<file path="src/rtl/num_display_fmt.sv">
// Number-to-display-cell formatter: one calc_pkg::num_t in, NumDigits+1 cell codes out, MSB cell first.
// Latency: accept -> align (1 cycle + 1 per right-shift digit) -> first beat loaded 1 cycle later.
// Backpressure: output beats are held stable while out_ready_i=0; input is only accepted in S_IDLE.
// Optional feature: define NUM_DISPLAY_TRIM_ZEROS_EN to blank trailing fractional zeros.

package calc_pkg;
  localparam int NumDigits = 8;
  localparam int ExpWidth  = 6;

  // Significand is packed BCD, digit 0 in the low nibble.
  typedef struct packed {
    logic                   error;
    logic                   sign;
    logic [ExpWidth-1:0]    exponent;
    logic [4*NumDigits-1:0] significand;
  } num_t;
endpackage

module num_display_fmt #(
  // Value = significand * 10^(exponent - EXP_BIAS); must be >= NumDigits-1.
  parameter int EXP_BIAS = 9
) (
  input  logic            clk_i,
  input  logic            rst_i,
  input  calc_pkg::num_t  num_i,
  input  logic            in_valid_i,
  output logic            in_ready_o,
  output logic [3:0]      char_o,
  output logic            dp_o,
  output logic            last_o,
  output logic            out_valid_o,
  input  logic            out_ready_i
);

  localparam int ND = calc_pkg::NumDigits;
  localparam int EW = calc_pkg::ExpWidth;
  localparam int CW = $clog2(ND + 1);

  localparam logic [EW-1:0] BIAS      = EW'(EXP_BIAS);
  localparam logic [EW-1:0] MAX_F     = EW'(ND - 1);
  localparam logic [CW-1:0] LAST_BEAT = CW'(ND);

  localparam logic [3:0] C_BLANK = 4'hA;
  localparam logic [3:0] C_MINUS = 4'hB;
  localparam logic [3:0] C_E     = 4'hE;

  typedef enum logic [1:0] {
    S_IDLE,
    S_ALIGN,
    S_EMIT
  } state_t;

  state_t          state_q;
  logic            sign_q;
  logic            ovf_q;
  logic [4*ND-1:0] sig_q;
  logic [EW-1:0]   exp_q;
  logic [EW-1:0]   frac_q;
  logic [CW-1:0]   cnt_q;

  // Fractional digit count for the number currently being aligned.
  logic [EW-1:0] frac_a;
  assign frac_a = BIAS - exp_q;

  // Beat to load next: the current one when nothing is presented yet, otherwise the following one.
  logic [CW-1:0] sel_k;
  assign sel_k = out_valid_o ? (cnt_q + 1'b1) : cnt_q;

  logic [ND-1:0] dig_zero;
  logic [ND-1:0] upper_zero;

  // Per-digit zero flags and "this digit and everything above it is zero" for leading-zero blanking.
  always_comb begin
    for (int i = 0; i < ND; i++) begin
      dig_zero[i] = (sig_q[4*i +: 4] == 4'h0);
    end
    upper_zero[ND-1] = dig_zero[ND-1];
    for (int i = ND - 2; i >= 0; i--) begin
      upper_zero[i] = dig_zero[i] & upper_zero[i+1];
    end
  end

  logic dp_en;

`ifdef NUM_DISPLAY_TRIM_ZEROS_EN
  logic [ND-1:0] lower_zero;
  logic          frac_nonzero;

  // Trailing-zero run from digit 0 upward, and whether any fractional digit is non-zero.
  always_comb begin
    lower_zero[0] = dig_zero[0];
    for (int i = 1; i < ND; i++) begin
      lower_zero[i] = dig_zero[i] & lower_zero[i-1];
    end
    frac_nonzero = 1'b0;
    for (int i = 0; i < ND; i++) begin
      if ((EW'(i) < frac_q) && !dig_zero[i]) frac_nonzero = 1'b1;
    end
  end

  assign dp_en = frac_nonzero;
`else
  assign dp_en = 1'b1;
`endif

  logic [3:0] beat_char;
  logic       beat_dp;
  logic       beat_last;

  // Cell code, decimal point and last flag for beat sel_k (0 = sign cell, then digits ND-1..0).
  always_comb begin
    beat_char = C_BLANK;
    beat_dp   = 1'b0;
    beat_last = (sel_k == LAST_BEAT);
    if (sel_k == '0) begin
      if (!ovf_q && sign_q && (sig_q != '0)) beat_char = C_MINUS;
    end
    for (int i = 0; i < ND; i++) begin
      if (sel_k == CW'(ND - i)) begin
        if (ovf_q) begin
          beat_char = (i == ND - 1) ? C_E : C_BLANK;
        end else if ((EW'(i) > frac_q) && upper_zero[i]) begin
          beat_char = C_BLANK;
`ifdef NUM_DISPLAY_TRIM_ZEROS_EN
        end else if ((EW'(i) < frac_q) && lower_zero[i]) begin
          beat_char = C_BLANK;
`endif
        end else begin
          beat_char = sig_q[4*i +: 4];
        end
        beat_dp = !ovf_q && (EW'(i) == frac_q) && (frac_q != '0) && dp_en;
      end
    end
  end

  // Control FSM: capture, digit alignment, and registered beat emission.
  always_ff @(posedge clk_i or posedge rst_i) begin
    if (rst_i) begin
      state_q     <= S_IDLE;
      in_ready_o  <= 1'b1;
      out_valid_o <= 1'b0;
      char_o      <= 4'h0;
      dp_o        <= 1'b0;
      last_o      <= 1'b0;
      sign_q      <= 1'b0;
      ovf_q       <= 1'b0;
      sig_q       <= '0;
      exp_q       <= '0;
      frac_q      <= '0;
      cnt_q       <= '0;
    end else begin
      case (state_q)
        S_IDLE: begin
          if (in_valid_i && in_ready_o) begin
            sign_q     <= num_i.sign;
            sig_q      <= num_i.significand;
            exp_q      <= num_i.exponent;
            ovf_q      <= num_i.error;
            in_ready_o <= 1'b0;
            state_q    <= S_ALIGN;
          end
        end

        S_ALIGN: begin
          if (ovf_q || (exp_q > BIAS)) begin
            ovf_q   <= 1'b1;
            cnt_q   <= '0;
            state_q <= S_EMIT;
          end else if (frac_a > MAX_F) begin
            // Too many fractional digits to show: drop the lowest one.
            sig_q <= sig_q >> 4;
            exp_q <= exp_q + 1'b1;
          end else begin
            frac_q  <= frac_a;
            cnt_q   <= '0;
            state_q <= S_EMIT;
          end
        end

        S_EMIT: begin
          if (!out_valid_o) begin
            out_valid_o <= 1'b1;
            char_o      <= beat_char;
            dp_o        <= beat_dp;
            last_o      <= beat_last;
          end else if (out_ready_i) begin
            if (last_o) begin
              out_valid_o <= 1'b0;
              char_o      <= 4'h0;
              dp_o        <= 1'b0;
              last_o      <= 1'b0;
              in_ready_o  <= 1'b1;
              state_q     <= S_IDLE;
            end else begin
              cnt_q  <= sel_k;
              char_o <= beat_char;
              dp_o   <= beat_dp;
              last_o <= beat_last;
            end
          end
        end

        default: begin
          state_q     <= S_IDLE;
          in_ready_o  <= 1'b1;
          out_valid_o <= 1'b0;
        end
      endcase
    end
  end

endmodule

</file>
<file path="config.mk">
export PLATFORM = sky130hd
export DESIGN_NAME = num_display_fmt
export DESIGN_NICKNAME = d
export VERILOG_FILES = /design/src/rtl/num_display_fmt.sv
export SDC_FILE = /design/constraint.sdc
export NUM_CORES = 1
export LEC_CHECK = 0
export CORE_ASPECT_RATIO = 0.9
export CORE_MARGIN = 2
export CORE_UTILIZATION = 50
export CTS_CLUSTER_SIZE = 10
export DETAILED_ROUTE_END_ITERATION = 6
export GPL_TIMING_DRIVEN = 0
export MAX_ROUTING_LAYER = met4
export PLACE_DENSITY = 0.77
export SLEW_MARGIN = 5
export SYNTH_ARGS = -nofsm -noshare
export SYNTH_HDL_FRONTEND = slang
export SYNTH_SLANG_ARGS = --single-unit
</file>
<file path="constraint.sdc">
create_clock -name clk_i -period 2.2 [get_ports clk_i]
set_input_delay 0.44 -clock clk_i [delete_from_list [all_inputs] [get_ports clk_i]]
set_output_delay 0.44 -clock clk_i [all_outputs]
set_load 0.01 [all_outputs]
</file>
==> flow_summary_export.csv, run 1 <==
group,metric,value,unit
pwr,power,6.25,mW
sta,report.final.slew_viol_count,0,
route,first_pass_iters,5,
synthesis,synthCells,456,
route,drc,0,
clock_tree,clock-root-buffer,"clkbuf_8",
setup_path,criticalPathCategory,"reg -> reg",
floorplanning,die_y,86.3,µm
synthesis,netlist.area_leader.share,0.392,
synthesis,ys_seq_area_frac,0.399,
sta,period_minus_slack,2250,ps
global_route,grt_pass1_wl,18100,µm
setup_path,timing.rr.start,"cnt_q[1]",
synthesis,synthTopCellsByCount,"nand2_1, dfrtp_1, nor2_1",
setup_path,end_kind,"flop",
floorplanning,die_area,8240,µm²
sta,period_share,1.02,
synthesis,yosys_warnings,0,
pwr,vdd_drop_max,0.615,mV
floorplanning,start_util,0.507,
sta,worst_pin_slew,991,ps
global_route,grt_pass1_vias,3664,
placement,port_buffers,51,
outcome,violations,"setup timing",
route,post_drt_wl_per_cell,17.7,µm
global_route,grt_start_max_net_pins,41,
sta,max_freq,444,MHz
synthesis,netlist.top_cell.by_area,"dfrtp_1",
clock_tree,insertion_delay,340,ps
setup_path,worstPathMaxFanout,5,
floorplanning,ios,52,
global_route,antenna_found_initial,0,
outcome,status,"finished with violations",
placement,hpwlAfterDp,8050,µm
global_route,track_usage,0.290,
pwr,p_int,3.56,mW
setup_path,reg2reg_slack,-50,ps
synthesis,ys_async_sr_fraction,1.00,
setup_path,start_kind,"flop",
cells_and_area,nets,585,
route,vias_per_cell,6.11,
route,drtIter0Drc,508,
sta,worst_slack,-50.3,ps
setup_path,rr_worst_depth,8,
clock_tree,cts_tree,"built",
pwr,p_switching,2.69,mW
cells_and_area,antennaDiodeCount,0,
clock_tree,clock_path_buffers,2,
global_route,overflow,0,
synthesis,syn_area_per_cell,8.26,µm²
synthesis,yosysMostFrequentCell,"nand2_1",
route,drt_wl_total,11300,µm
floorplanning,coreArea,7430,µm²
route,dr_total_vias,3888,
floorplanning,fp-row-count,30,
synthesis,synth-seq-cells,60,
setup_path,startpoint,"cnt_q[1]",
pwr,swShare,0.431,
pwr,comb_power_share,0.529,
pwr,p_leak,2.10,nW
synthesis,synth.cell_area,3770,µm²
synthesis,synth_flop_cell,"dfrtp_1",
sta,skew,7.27,ps
synthesis,yosysUniqueCellTypes,69,
cells_and_area,drive_gt1_frac,0.157,
setup_path,rr_endpoint,"char_o[2]",
clock_tree,cts_made_buffers,9,
synthesis,synth_fp_nets,505,
job,maxCapViolations,0,
setup_path,arrival,2470,ps
route,drtAntennaViolNets,0,
clock_tree,clock_sinks,60,
placement,gp_congestion,0.942,
sta,rsz0062_at_grt,"true",
placement,place_ws,-296,ps
sta,timing.hold.ws,431,ps
synthesis,synth-edff-count,0,
pwr,powerDensity,1270,nW/µm²
clock_tree,clk_pin_slew,70,ps
floorplanning,die_width,95.5,µm
synthesis,synth.area.top_cells,"dfrtp_1, nand2_1, a31oi_1",
cells_and_area,syn2layout_area_growth,30.5,%
sta,maxSlewHeadroom,0.334,
pwr,p_seq_frac,0.312,
sta,finalHoldViolations,0,
sta,setup_viol,1,
worst_hold_path,hp-class,"in -> async",
setup_path,cp.required,2420,ps
clock_tree,cts-htree-levels,3,
pwr,pwr-share-clk,0.159,
cells_and_area,final_util,0.661,
-- metrics by stage --
stage | instance area, µm² | cells | TNS (ps)
global placement | 4400 | 603 | -54280
CTS | 4740 | 625 | -17.2
floorplan | 3770 | 456 | 0
finish | 4910 | 636 | -50.3
detailed placement | 4420 | 604 | -8290
global route | 4910 | 636 | -219
-- critical path: stages (launching register included) --
cell and delay (ps):
dfrtp_1 420, ha_4 200, buf_8 130, xor2_2 150, o22a_2 280, nor3_2 340, a21oi_1 130, o2bb2ai_1 160
a221o_1 320
-- layout by cell type (no fill, tap or decap), types with 5 or more instances in the layout --
| master | instances |
|---|---|
| clkdlybuf4s50_1 | 51 |
| dfrtp_1 | 56 |
| nor2_1 | 37 |
| nand2_1 | 87 |
| inv_1 | 10 |
| clkbuf_1 | 12 |
| clkbuf_8 | 10 |
| o21ai_0 | 24 |
| nand4_1 | 8 |
| a21oi_1 | 20 |
| nor3_1 | 5 |
| nand2b_1 | 9 |
| buf_2 | 9 |
| a31oi_1 | 32 |
| nand3_1 | 12 |
| buf_4 | 20 |
| nor2b_1 | 6 |
-- what timing repair did --
item                       in CTS  in global routing
pin swaps                       7                  5
cloned                          0                  2
setup endpoints to repair      27                 37
hold buffers                    0                  0
buffers inserted                6                 10
gates resized for setup        22                 13
-- cell type report --
cell class                      count  area (µm²)
Buffer                             28         159
Clock buffer                       11         141
Clock inverter                      4        50.0
Fill cell                         631        2520
Inverter                           12        45.0
Multi-Input combinational cell    356        2220
Sequential cell                    60        1510
Tap cell                           96         120
Timing Repair Buffer               69         676
-- power groups by stage --
| stage | registers (mW) | clock network [mW] | logic [mW] |
|---|---|---|---|
| 2_1_floorplan | 1.79 | 0 | 2.08 |
| 3_3_place_gp | 1.91 | 0 | 2.71 |
| 3_5_place_dp | 1.93 | 0 | 2.78 |
| 4_1_cts | 1.91 | 0.997 | 3.01 |
| 5_1_grt | 1.99 | 1.04 | 3.61 |
| 6_report | 1.95 | 0.992 | 3.31 |
-- flip-flops by register name, indices dropped and copies added (netlist names) --
signal / count
char_o: 4
cnt_q: 4
dp_o: 1
exp_q: 6
frac_q: 6
in_ready_o: 1
last_o: 1
out_valid_o: 1
ovf_q: 1
sig_q: 32
sign_q: 1
state_q: 2
-- how the worst max path moves through the flow --
stage           endpoint  depth (start not counted)  slack, ps
3_5_place_dp    sig_q[3]                          8       -300
2_1_floorplan  char_o[2]                          8         30
6_report       char_o[2]                          8        -50
3_3_place_gp    sig_q[7]                          2       -820
4_1_cts        char_o[2]                          8        -20
5_1_grt        char_o[2]                          8        -90
-- kinds of logic (layout without fill, tap and decap cells) --
kind of cell               after synthesis  in the layout  synth area share
adders and majority gates                5              5            0.0166
and+or+nand+nor                        211            212             0.284
muxes                                    5              5            0.0140
buffers and inverters                   41            124            0.0505
DFF                                     60             60             0.399
xor gates and xnor gates                 4              4           0.00930
AOI/OAI and AO/OA                      130            130             0.227
-- routing by layer --
metal | GRT usage | wire length, µm
met3 | 0.0652 | 899
met2 | 0.453 | 5250
met4 | 0.0766 | 230
met1 | 0.383 | 4900
met5 | - | 0
(Power assumes the default switching activity.)
==> inputs of run 2 (changes only) <==
- CORE_UTILIZATION: 50 -> 35
- PLACE_DENSITY: 0.77 -> default
==> flow_summary_export.csv, run 2 (same netlist as run 1, synthesis figures left out) <==
group,metric,value,unit
clock_tree,clock_sinks,60,
floorplanning,die_y,102,µm
floorplanning,coreArea,10400,µm²
cells_and_area,top_regs,"sig_q: 32 flops, exp_q: 6 flops, frac_q: 6 flops",
route,vias_per_cell,5.70,
clock_tree,clk_pin_slew,60,ps
job,maxCapViolations,0,
clock_tree,insertion_delay,340,ps
global_route,antenna_found_initial,0,
sta,worst_pin_slew,970,ps
clock_tree,clock-root-buffer,"clkbuf_16",
floorplanning,fp-row-count,35,
worst_hold_path,hp-class,"reg -> reg",
global_route,grt_pass1_wl,19200,µm
sta,timing.hold.ws,476,ps
clock_tree,cts_made_buffers,9,
cells_and_area,fin_cells,662,
cells_and_area,nets,577,
floorplanning,die_width,113,µm
cells_and_area,drive_gt1_frac,0.144,
placement,hpwlAfterDp,8540,µm
pwr,p_leak,2.11,nW
global_route,track_usage,0.219,
global_route,grt_pass1_vias,3651,
outcome,status,"completed",
pwr,powerDensity,1330,nW/µm²
placement,placed_area,4440,µm²
placement,place_ws,-345,ps
clock_tree,cts-htree-levels,3,
setup_path,cp.required,2420,ps
sta,worst_slack,14.9,ps
cells_and_area,antennaDiodeCount,0,
global_route,overflow,0,
sta,setup_viol,0,
sta,rsz0062_at_grt,"true",
cells_and_area,layout_commonest_cell,"nand2_1",
route,post_drt_wl_per_cell,18.0,µm
global_route,grt_start_max_net_pins,61,
cells_and_area,final_cell_mix,"nand2_1, dfrtp_1, clkdlybuf4s50_1",
cells_and_area,nFillCells,1010,
pwr,power,6.63,mW
route,first_pass_iters,5,
sta,period_share,0.993,
clock_tree,hold_buffers,0,
sta,maxSlewHeadroom,0.348,
sta,finalHoldViolations,0,
floorplanning,ios,52,
cells_and_area,final_cell_area,4980,µm²
route,dr_total_vias,3773,
placement,place_inst,636,
route,drtIter0Drc,242,
setup_path,start_kind,"flop",
cells_and_area,top_register,"sig_q",
route,drc,0,
placement,port_buffers,51,
clock_tree,clock_path_buffers,2,
route,drtAntennaViolNets,0,
route,drt_wl_total,11900,µm
cells_and_area,largest_reg_flops,32,
setup_path,criticalPathCategory,"reg -> reg",
setup_path,arrival,2410,ps
sta,skew,6.47,ps
placement,gp_congestion,0.914,
floorplanning,die_area,11600,µm²
sta,period_minus_slack,2190,ps
cells_and_area,syn2layout_area_growth,32.2,%
setup_path,worstPathMaxFanout,11,
sta,report.final.slew_viol_count,0,
setup_path,end_kind,"flop",
pwr,vdd_drop_max,0.452,mV
clock_tree,cts_tree,"built",
sta,max_freq,458,MHz
floorplanning,start_util,0.363,
==> run 2: changes by cell type in the layout (fill, tap and decap cells not counted), sizes merged <==
cell / previous run / this run
buf: 33 / 26
clkbuf: 24 / 25
clkinv: 1 / 2
clkinvlp: 2 / 1
nor3b: 5 / 4
==> run 2: per-layer routing <==
metal | global-route usage | wire length [µm] | part of all wire | vias to the layer above
li1 | - | - | - | 1801
met1 | 0.292 | 5540 | 0.47 | 1821
met2 | 0.340 | 5450 | 0.46 | 133
met3 | 0.0469 | 757 | 0.064 | 18
met4 | 0.0600 | 162 | 0.014 | 0
met5 | - | 0 | 0 | -
==> run 2: final timing paths <==
| kind | depth (start not counted) | slack (ps) | end | startpoint |
|---|---|---|---|---|
| max | 7 | 10 | char_o[2] | cnt_q[1] |
| min | 2 | 480 | exp_q[5] | exp_q[5] |
| max reg2reg | 7 | 10 | char_o[2] | cnt_q[1] |
| min reg2reg | 2 | 480 | exp_q[5] | exp_q[5] |
| max in group asynchronous | 2 | 1050 | cnt_q[0] | rst_i |
| min in group asynchronous | 2 | 600 | exp_q[5] | rst_i |
==> run 2: power by group <==
group          switching, mW  internal, mW
combinational           1.73          1.50
sequential             0.488          1.47
clock                  0.509         0.934
total                   2.72          3.90
==> run 2: layout make-up <==
type,count,area (µm²),area share
multi-input cells,355,2200,0.443
repair buffers,63,598,0.120
clock buffers,12,256,0.0515
well taps,129,161,0.0324
inverters,12,47.5,0.00955
clock inverters,4,47.5,0.00955
flip-flops and latches,60,1510,0.303
plain buffers,27,156,0.0314
==> run 2: critical path, cell delays in order, from the launching register on <==
cell and delay (ps):
dfrtp_1 400, ha_4 240, a21oi_1 60, o211a_1 250
o22a_2 300, a222oi_1 400, o2bb2ai_1 130, a221o_1 300
==> run 2: per-stage QoR <==
| step | util | TNS [ps] |
|---|---|---|
| floorplan | - | 0 |
| global placement | 0.428 | -63300 |
| detailed placement | 0.428 | -8380 |
| CTS | 0.468 | -63.6 |
| global route | 0.480 | -69.0 |
| finish | 0.480 | 0 |
==> run 2: repair_timing <==
action,4_1_cts,5_1_grt
resized for setup,20,19
setup endpoints to repair,33,37
hold endpoints to repair,0,0
pin swaps,4,9
setup buffers,4,8
==> inputs of run 3 (changes only) <==
- ABC_AREA: default -> 1
- GPL_TIMING_DRIVEN: 0 -> default
==> flow_summary_export.csv, run 3 <==
group,metric,value,unit
outcome,status,"completed",
setup_path,rr_endpoint,"sig_q[10]",
setup_path,criticalPathCategory,"reg -> reg",
worst_hold_path,hp-class,"reg -> reg",
pwr,pwr-share-clk,0.224,
synthesis,synth_mux_area_frac,0,
sta,maxSlewHeadroom,0.634,
cells_and_area,final_util,0.460,
route,vias_per_cell,5.00,
global_route,grt_start_max_net_pins,37,
route,drtAntennaViolNets,0,
job,maxCapViolations,0,
synthesis,ys_seq_area_frac,0.387,
sta,rsz0062_at_grt,"false",
clock_tree,clock_path_buffers,2,
synthesis,yosysMostFrequentCell,"nand2_1",
cells_and_area,multi_input_area,1950,µm²
pwr,power,5.66,mW
sta,skew,3.47,ps
synthesis,syn_area_per_cell,7.55,µm²
synthesis,synth_fp_nets,563,
synthesis,synth-edff-count,0,
placement,port_buffers,51,
setup_path,rr_worst_depth,12,
synthesis,synth_top_family_by_area,"simple AND/OR/NAND/NOR gates",
clock_tree,insertion_delay,320,ps
sta,worst_pin_slew,549,ps
sta,max_freq,492,MHz
pwr,p_switching,2.40,mW
cells_and_area,drive_gt1_frac,0.152,
setup_path,arrival,2270,ps
synthesis,synth_fa_ha_area_frac,0.0161,
clock_tree,cts-htree-levels,3,
synthesis,yosys_warnings,0,
global_route,grt_pass1_vias,3469,
sta,finalHoldViolations,0,
setup_path,reg2reg_slack,170,ps
global_route,grt_pass1_wl,16700,µm
setup_path,critPathBufInv,3,
setup_path,critPathMaxStageDelay,430,ps
cells_and_area,largest_reg_flops,32,
setup_path,timing.rr.start,"exp_q[1]",
synthesis,synth_compound_gate_area_share,0.209,
pwr,p_int,3.26,mW
floorplanning,die_y,104,µm
synthesis,synth.area.top_cells,"dfrtp_1, nand2_1, o211ai_2",
clock_tree,clock_sinks,60,
route,post_drt_wl_per_cell,14.0,µm
sta,setup_viol,0,
setup_path,cp.required,2430,ps
synthesis,netlist.area_leader.share,0.380,
sta,report.final.slew_viol_count,0,
cells_and_area,syn2layout_area_growth,28.1,%
placement,placed_area,4610,µm²
route,drt_wl_total,10200,µm
pwr,swShare,0.424,
synthesis,synth-seq-cells,60,
cells_and_area,layout_commonest_cell,"nand2_1",
placement,gp_congestion,0.878,
clock_tree,cts_tree,"built",
clock_tree,clk_pin_slew,50,ps
synthesis,yosys.area_share.simple,0.275,
route,drc,0,
setup_path,end_kind,"flop",
worst_hold_path,hold_depth,2,
sta,setup_tns,0,ps
cells_and_area,antennaDiodeCount,0,
floorplanning,coreArea,10800,µm²
synthesis,synth-xor-area-share,0.00226,
floorplanning,die_width,115,µm
cells_and_area,final_cell_area,4970,µm²
pwr,vdd_drop_max,0.402,mV
cells_and_area,seq_area,1510,µm²
worst_hold_path,min_delay_worst_endpoint,"char_o[1]",
floorplanning,fp-row-count,36,
setup_path,crit_chain,"inv_1 -> ha_1 -> xnor2_1 -> inv_1 -> nand2_4 -> nand3_2 -> nor2_2 -> nand2_4 -> nand2_8 -> buf_12 -> o211ai_2 -> o21ai_1",
cells_and_area,top_regs,"sig_q: 32 flops, exp_q: 6 flops, frac_q: 6 flops",
pwr,p_leak,2.23,nW
synthesis,netlist.top_cell.by_area,"dfrtp_1",
setup_path,slowest_stage,"dfrtp_2",
cells_and_area,fin_cells,724,
cells_and_area,nFillCells,1083,
clock_tree,cts_made_buffers,9,
route,first_pass_iters,5,
cells_and_area,top_register,"sig_q",
global_route,antenna_found_initial,0,
route,dr_total_vias,3623,
sta,period_share,0.924,
synthesis,synthTopCellsByCount,"nand2_1, inv_1, dfrtp_1",
placement,hpwlAfterDp,7550,µm
cells_and_area,nets,635,
synthesis,synthCells,514,
setup_path,worstPathMaxFanout,19,
synthesis,synth_flop_cell,"dfrtp_1",
pwr,p_seq_frac,0.328,
clock_tree,clock-root-buffer,"clkbuf_16",
pwr,comb_power_share,0.448,
global_route,track_usage,0.179,
worst_hold_path,hold_start,"char_o[1]",
cells_and_area,final_cell_mix,"nand2_1, inv_1, dfrtp_1",
setup_path,path_delay_family,"simple AND/OR/NAND/NOR gates",
synthesis,yosysUniqueCellTypes,35,
floorplanning,die_area,12000,µm²
floorplanning,start_util,0.359,
sta,period_minus_slack,2030,ps
synthesis,ys_async_sr_fraction,1.00,
placement,place_inst,696,
route,drtIter0Drc,227,
pwr,powerDensity,1140,nW/µm²
floorplanning,ios,52,
global_route,overflow,0,
setup_path,start_kind,"flop",
synthesis,synth.cell_area,3880,µm²
run 3: changes by cell type after synthesis, moves of 9 or more:
cell	previous run	this run
nand2b_1	9	0
o211ai_2	0	29
inv_1	11	79
nand3_1	12	37
nor2_1	38	53
buf_2	11	2
a21oi_1	21	9
a31oi_1	32	2
nand2_1	88	116
o21ai_1	3	35
run 3: tightest hold or removal path, stage by stage (launching register included):
cell and delay [ps]:
dfrtp_1 340, nand2_1 60, nand2_1 50
run 3: what timing repair did:
item / CTS / global route
hold buffers: 0 / 0
gates resized for setup: 0 / 4
setup endpoints to repair: 0 / 19
setup buffers: 0 / 12
run 3: final cells by class:
class | instances | share of cell area
multi-input cells | 354 | 0.393
clock buffers | 14 | 0.0511
inverters | 81 | 0.0611
well taps | 133 | 0.0335
repair buffers | 80 | 0.157
clock inverters | 2 | 0.00201
flip-flops and latches | 60 | 0.303
run 3: routing by layer:
metal	wire, µm	GRT usage	up-vias
li1	-	-	1846
met5	0	-	-
met3	413	0.0361	13
met4	102	0.0456	0
met2	4560	0.266	89
met1	5090	0.250	1675
run 3: worst max-delay path by stage:
stage / depth (start not counted) / from / to / slack [ps]
final: 12 / exp_q[1] / sig_q[10] / 170
after global routing: 12 / exp_q[1] / sig_q[30] / 4
after CTS: 12 / exp_q[1] / sig_q[10] / 110
after detailed placement: 10 / out_ready_i / sig_q[11] / 9
after global placement: 10 / out_ready_i / sig_q[30] / 80
after floorplan: 1 / rst_i / char_o[0] / 280
run 3: kinds of logic after synthesis:
family	Yosys count
AO/OA/AOI/OAI	109
buffers and inverters	100
adder cells (fa/ha/maj)	5
flip-flops	60
XOR/XNOR	1
AND/OR/NAND/NOR	239
run 3: power by group through the flow:
stage | registers (mW) | logic [mW] | clock network [mW]
2_1_floorplan | 1.79 | 1.69 | 0
3_5_place_dp | 1.87 | 2.41 | 0
3_3_place_gp | 1.86 | 2.37 | 0
5_1_grt | 1.91 | 2.85 | 1.34
6_report | 1.86 | 2.53 | 1.27
4_1_cts | 1.86 | 2.43 | 1.29
run 3: stage by stage:
| stage | hold WS, ps | worst slack [ps] |
|---|---|---|
| after detailed placement | 476 | 9.27 |
| after CTS | 488 | 111 |
| final | 486 | 168 |
| after global placement | 472 | 81.2 |
| after floorplan | 449 | 277 |
| after global routing | 506 | 3.88 |
